<file path="config.mk">
export PLATFORM = sky130hd
export DESIGN_NAME = mem_port_arbiter
export DESIGN_NICKNAME = d
export VERILOG_FILES = /design/src/rtl/mem_port_arbiter.sv
export SDC_FILE = /design/constraint.sdc
export NUM_CORES = 1
export LEC_CHECK = 0
export ABC_AREA = 1
export CAP_MARGIN = 0
export CORE_ASPECT_RATIO = 0.8
export CORE_MARGIN = 1
export CORE_UTILIZATION = 41
export DETAILED_ROUTE_END_ITERATION = 10
export PLACE_DENSITY = 0.81
export SLEW_MARGIN = 20
export SYNTH_ARGS = -nofsm -noshare
export SYNTH_HDL_FRONTEND = slang
export SYNTH_SLANG_ARGS = --single-unit
</file>
<file path="constraint.sdc">
create_clock -name clk -period 1.6 [get_ports clk]
set_input_delay 0.32 -clock clk [delete_from_list [all_inputs] [get_ports clk]]
set_output_delay 0.32 -clock clk [all_outputs]
set_load 0.05 [all_outputs]
</file>
<file path="src/rtl/mem_port_arbiter.sv">
// Arbitrates the single memory port between instruction fetch and load/store,
// one outstanding transaction at a time, LSU first with an IFU starvation guard.
//
// state  | meaning
// IDLE   | no transaction; pick a winner and latch its request
// REQ    | mem_req_valid high with latched fields, waiting for mem_req_ready
// WAIT   | request accepted, waiting for mem_resp_valid
module mem_port_arbiter #(
   parameter int DATA_LEN     = 32,
   parameter int STARVE_LIMIT = 4
) (
   input  logic                clk,
   input  logic                rst_n,
   input  logic                if_req_valid,
   input  logic [DATA_LEN-1:0] if_req_addr,
   output logic                if_req_ready,
   output logic                if_resp_valid,
   output logic [DATA_LEN-1:0] if_resp_data,
   input  logic                ls_req_valid,
   input  logic [DATA_LEN-1:0] ls_req_addr,
   input  logic                ls_req_wen,
   input  logic [DATA_LEN-1:0] ls_req_wdata,
   input  logic [3:0]          ls_req_wmask,
   output logic                ls_req_ready,
   output logic                ls_resp_valid,
   output logic [DATA_LEN-1:0] ls_resp_data,
   output logic                mem_req_valid,
   input  logic                mem_req_ready,
   output logic [DATA_LEN-1:0] mem_addr,
   output logic                mem_wen,
   output logic [DATA_LEN-1:0] mem_wdata,
   output logic [3:0]          mem_wmask,
   input  logic                mem_resp_valid,
   input  logic [DATA_LEN-1:0] mem_resp_data,
   output logic                busy
);

   typedef enum logic [1:0] {S_IDLE, S_REQ, S_WAIT} state_t;

   localparam logic [3:0] STARVE_MAX = 4'(STARVE_LIMIT);

   state_t     state_q, state_d;
   logic       owner_ls_q;
   logic [3:0] starve_q;
   logic       lsu_win, ifu_win, resp_hit;

   always_comb begin
      state_d       = state_q;
      lsu_win       = 1'b0;
      ifu_win       = 1'b0;
      if_req_ready  = 1'b0;
      ls_req_ready  = 1'b0;
      mem_req_valid = 1'b0;
      case (state_q)
         S_IDLE: begin
            lsu_win      = ls_req_valid && (!if_req_valid || (starve_q < STARVE_MAX));
            ifu_win      = if_req_valid && !lsu_win;
            ls_req_ready = lsu_win;
            if_req_ready = ifu_win;
            if (lsu_win || ifu_win) state_d = S_REQ;
         end
         S_REQ: begin
            mem_req_valid = 1'b1;
            if (mem_req_ready) state_d = S_WAIT;
         end
         S_WAIT: begin
            if (mem_resp_valid) state_d = S_IDLE;
         end
         default: state_d = S_IDLE;
      endcase
   end

   assign resp_hit = (state_q == S_WAIT) && mem_resp_valid;
   assign busy     = (state_q != S_IDLE);

   always_ff @(posedge clk or negedge rst_n) begin
      if (!rst_n) begin
         state_q       <= S_IDLE;
         owner_ls_q    <= 1'b0;
         starve_q      <= 4'd0;
         mem_addr      <= '0;
         mem_wen       <= 1'b0;
         mem_wdata     <= '0;
         mem_wmask     <= 4'd0;
         if_resp_valid <= 1'b0;
         if_resp_data  <= '0;
         ls_resp_valid <= 1'b0;
         ls_resp_data  <= '0;
      end else begin
         state_q <= state_d;
         if (lsu_win) begin
            owner_ls_q <= 1'b1;
            mem_addr   <= ls_req_addr;
            mem_wen    <= ls_req_wen;
            mem_wdata  <= ls_req_wdata;
            mem_wmask  <= ls_req_wmask;
         end else if (ifu_win) begin
            owner_ls_q <= 1'b0;
            mem_addr   <= if_req_addr;
            mem_wen    <= 1'b0;
            mem_wdata  <= '0;
            mem_wmask  <= 4'd0;
         end
         // Counts only LSU wins that made a waiting IFU lose.
         if (lsu_win && if_req_valid) begin
            if (starve_q < STARVE_MAX) starve_q <= starve_q + 4'd1;
         end else if (lsu_win || ifu_win) begin
            starve_q <= 4'd0;
         end
         if_resp_valid <= resp_hit && !owner_ls_q;
         ls_resp_valid <= resp_hit && owner_ls_q;
         if (resp_hit && !owner_ls_q) if_resp_data <= mem_resp_data;
         if (resp_hit && owner_ls_q)  ls_resp_data <= mem_resp_data;
      end
   end

endmodule

</file>
---- Word-level counts from Yosys, hierarchy flattened ----
Cells that the tools add are included.
W data, S select, Z words.
cells by class
  add/subtract/negate cells ............... 1
  order comparisons ....................... 1
  equal/unequal tests ..................... 6
  mux-type cells .......................... 19
  reductions and logical operators ........ 18
operator list
  kind                   count
  $mux W32               4
  $mux W4                5
  $ne A2 B2 Y1 const B   4
  $logic_and A1 B1 Y1    6
  $mux W1                6
  $mux W2                3
  $pmux W2 S3            1
  $reduce_bool A2 Y1     3
  $add A4 B1 Y4 const B  1
  $lt A4 B3 Y1 const B   1
  $logic_not A1 Y1       3
  $logic_or A1 B1 Y1     3
  $reduce_and A3 Y1      1
  $eq A2 B1 Y1 const B   1
  $eq A2 B2 Y1 const B   1
  $logic_not A2 Y1       1
  $reduce_and A2 Y1      1
storage, ports and cells
  register bits ........................... 142
  word-level logic and storage cells ...... 56

---- Depth between registers and ports, before layout ----
  word-level depth ........................ 9
  gate-level depth with buffers ........... 7
  depth with buffers taken out ............ 5

---- Worst setup path before layout ----
No wires, ideal clock.
  path type ............................... input -> output
  start ................................... in ls_req_valid
  end ..................................... out if_req_ready
  data arrival time ....................... 1.501 ns
  data required time ...................... 1.280 ns
  path slack .............................. -0.221 ns
  cell stages on the path ................. 5
  path buffers ............................ 2
  cells stage by stage .................... buf_2 > nand2_1 > buf_2 > nand2_1 > nor2_1
between the ends
  word-level cells in the longest chain between the ends .. 4
RTL lines
  item                 RTL line  RTL
  from (decl)          19        input logic ls_req_valid,
  $logic_and A1 B1 Y1  56        lsu_win = ls_req_valid && (!if_req_valid || (starve_q < STARVE_MAX));
  $logic_not A1 Y1     57        ifu_win = if_req_valid && !lsu_win;
  $logic_and A1 B1 Y1  57
  $mux W1              54        case (state_q)
  to (decl)            16        output logic if_req_ready,
Every way passes these cells.

---- Worst setup path in the final report ----
  start ................................... reg starve_q[2]
  end ..................................... out if_req_ready
between the ends
  word-level cells in the longest chain between the ends .. 6
RTL lines
  item                    RTL line  RTL
  from (decl)             44        logic [3:0] starve_q;
  from (signal assigned)  106       if (starve_q < STARVE_MAX) starve_q <= starve_q + 4'd1;
  $lt A4 B3 Y1            56
  $logic_or A1 B1 Y1      56
  $logic_and A1 B1 Y1     56
  $logic_not A1 Y1        57
  $logic_and A1 B1 Y1     57
  $mux W1                 54
Every way passes these cells.

==> impl.org <==
** STA
- Measured against its own limit, the worst slew margin works out to 0.718.
- Clock Skew :: ~0.014 ns
- Setup-failing EPs final :: 3
- Final hold vios :: 0
- Tcrit/Tclk final :: 1.12
- Final max-slew violation count :: 0
- Worst hold slack :: 0.420 ns
- For the final routed database, the setup TNS stands at -0.502 ns.
- Minimum period implied by the final worst setup slack :: about 1.8 ns
- Worst slew pin tran :: 0.423 ns
- Setup repair after global routing could not meet its margin everywhere.
- Derived from the worst setup path, the maximum achievable clock frequency is 0.557 GHz.
- Across all setup checks in the final design, the least slack found is -0.194 ns.

** GRT
- GR Util All Layers :: 0.238
- Global-route wire length before repair :: around 27000 µm
- Total congestion overflow after global routing :: 0
- Entering global routing, the biggest net connects 66 pins.
- Via count of the first global-routing pass :: approximately 5200
- The number of antenna violations at the first check in global routing came to 0.

** Synth
- The number of nets in the synthesized netlist is 759.
- The netlist uses 20 different library cells.
- Each instance of the synthesized netlist takes up on average 9.25 µm².
- Post-synth top area cell :: dfrtp_1
- The synthesized design contains 142 register bits.
- Yosys synthesis warning count :: 0
- The share of synthesized area in the top cell type comes to 0.621.
- Cell types occupying the most area after synthesis :: dfrtp_1 62%, nand2_1 14%, nand3_1 5.9%, o21ai_0 4.1%, nand4_1 3.8%
- Gate count of the mapped netlist :: 619
- The share of the Yosys chip area taken by registers is 0.621.
- Netlist area before placement :: 0.00572 mm²

** Floorplanning
- Core Box Area :: 0.0136 mm²
- FP Rows :: 38
- The die covers 0.0144 mm².
- The die is 108 µm tall.
- I/O pin total :: about 280
- For this configuration, the core starts out at a cell density of 0.421.
- Width of the die :: 134 µm

** Worst hold path
- In this run the worst hold path is classified as input pin to asynchronous set/reset pin.

** Job
- Across the run, the number of max-cap violations was 0.

** Setup path
- Critical path capture point type :: output pin
- The worst register-to-register path ends at mem_addr[22].
- In this design, the critical path's most frequently occurring cell is nand2_2.
- Across all register-to-register paths, the minimum setup slack is 0.01 ns.
- Worst setup startpoint :: starve_q[2]
- Worst Path Max Fanout :: 4
- In this run the worst setup path terminates at if_req_ready.
- Startpoint Class :: flop
- Critical Path AT :: 1.47 ns
- Number of cells traversed by the worst register-to-register path :: 8
- Cells traversed along the worst timing path :: o21ai_4 -> nand2_2 -> nand2_2 -> nor2_4 -> buf_6
- Critical-path top delay cell :: dfrtp_1
- In this run the critical register-to-register path is launched from state_q[0].
- Largest incremental delay on the critical path :: ~0.42 ns
- Data on the critical path is required at its endpoint by between 1 and 1.5 ns.
- Critical path start-end classification :: flop to output pin

** Power and ir drop
- Leakage :: 4.68 nW
- For this design the ratio of total power to cell area is roughly 2400 mW/mm².
- Final total power :: ~22 mW
- IR analysis of the VDD net gives a maximum drop of 1.37 mV.

** Detailed routing
- For this block, the initial DRC count from the detailed router was 300.
- # DRC :: 0
- DRT Pass-1 Iters :: 5
- In the routed layout, each cell is associated on average with a via count of 4.87.
- Number of nets still failing antenna checks after routing :: 0
- Wires add up to roughly 17000 µm.
- For this block, the via count after detailed routing is 5388.
- Wire length per cell after detailed routing :: 15.2 µm

** CTS
- The H-tree was split into 4 levels.
- Clk sink count :: approximately 140
- In this run the deepest clock path goes through 2 buffers.
- TritonCTS Buffers :: 17
- Clock-pin slew was measured on the worst setup and hold paths at 0.06 ns.
- TritonCTS clock tree :: built
- The tree is rooted in a clkbuf_16.
- The later pin in the worst-skew pair is clocked with a latency of 0.41 ns.

** Placement
- Timing analysis after detailed placement gives a worst setup slack of -0.180 ns.
- Count of buffers inserted at the top-level ports :: 277
- Routability-driven placement finished with a final weighted congestion of 0.800.
- The wire-length estimate of the detail-placed layout is 11900 µm.

** Cells and area
- Of the cells placed in the final design, the portion with a size suffix greater than 1 is 0.246.
- 0 antenna diodes ended up in the layout.
- Relative to the synthesized area, the layout overhead comes to 61.8%.
- Most common cell after layout, fill and taps aside :: nand2_1
- Combined flip-flop and latch cell area :: 0.00356 mm²
- Commonest cells after routing, fill and taps aside :: 214 x nand2_1, 161 x buf_4, 140 x dfrtp_1, 137 x clkdlybuf4s50_1, 62 x nand3_1
- Fill cells in the final layout number between 1000 and 1500.
- Summing all multi-input logic gate instances after layout gives 0.00185 mm².
- Net count, final :: 1053

** Run status
- The checks that failed: negative setup slack.
- The run finished, with violations left.
## routing by layer
metal,routed length (µm),GRT usage
met1,7100,0.310
met2,8160,0.388
met3,1160,0.0574
met4,450,0.0875
met5,0,0
## power by group
part	internal (mW)	total, mW	leakage [nW]	switching [mW]
logic	3.86	12.2	2.63	8.33
registers	5.17	6.12	1.79	0.948
clock network	2.19	3.70	0.259	1.52
total	11.2	22.0	4.68	10.8
## what timing repair did
item	4_1_cts	5_1_grt
endpoints found under the hold margin	35	0
setup buffers	4	6
resized for setup	12	7
hold buffers	1	0
setup endpoints to repair	4	4
pin swaps	3	5
## flip-flops by register name (all words and copies together) (netlist names)
register	count
state_q	2
ls_resp_data	32
mem_wen	1
if_resp_data	32
starve_q	4
mem_addr	32
mem_wmask	4
ls_resp_valid	1
owner_ls_q	1
mem_wdata	32
if_resp_valid	1
## cells by family (layout without fill, tap and decap cells)
family,count (synthesis),count (layout),synth area share
compound gates,69,69,0.0632
fa+ha+maj,1,1,0.00219
buf+inv,83,390,0.0680
flops,142,142,0.621
simple gates,324,324,0.246
## critical path, delay by kind of cell, from the launching register on
| family | cells | cell delay [ns] |
|---|---|---|
| AO/OA/AOI/OAI | 1 | 0.28 |
| buffers and inverters | 1 | 0.14 |
| flip-flops | 1 | 0.42 |
| AND/OR/NAND/NOR | 3 | 0.23 |
## Yosys cell counts
cell type and count:
nand3_1 67, inv_2 2, ha_1 1, nor2_1 2, buf_2 19, buf_4 4, o31ai_1 2, dfrtp_1 142
nand2_1 216, o21ai_1 19, o21ai_0 47, clkbuf_2 1, nor2_2 1, and2_1 1, o21ai_4 1, nor2_4 2
clkbuf_1 13, nand4_1 35, inv_1 39, buf_6 5
## cell type report
| cell class | count | share of cell area |
|---|---|---|
| Clock buffer | 20 | 0.0482 |
| Clock inverter | 12 | 0.0122 |
| Inverter | 41 | 0.0172 |
| Multi-Input combinational cell | 394 | 0.199 |
| Sequential cell | 142 | 0.384 |
| Tap cell | 180 | 0.0243 |
| Timing Repair Buffer | 317 | 0.315 |
## how the worst min path moves through the flow
| stage | end | cells past startpoint | from | slack [ns] |
|---|---|---|---|---|
| final | ls_resp_data[6] | 2 | rst_n | 0.42 |
| after global routing | ls_resp_data[6] | 2 | rst_n | 0.44 |
| after CTS | ls_resp_data[6] | 2 | rst_n | 0.41 |
| after detailed placement | ls_resp_data[5] | 1 | rst_n | 0.28 |
| after global placement | ls_resp_data[5] | 1 | rst_n | 0.27 |
| after floorplan | if_resp_data[0] | 0 | rst_n | 0.02 |
## per-stage QoR
stage / instance area (µm²) / util / std cells
2_1_floorplan: 5730 / - / 619
3_3_place_gp: 8540 / 0.628 / 1063
3_5_place_dp: 8540 / 0.628 / 1063
4_1_cts: 9170 / 0.674 / 1100
5_1_grt: 9260 / 0.681 / 1106
6_report: 9260 / 0.681 / 1106
Power figures use the tool's default switching activity.
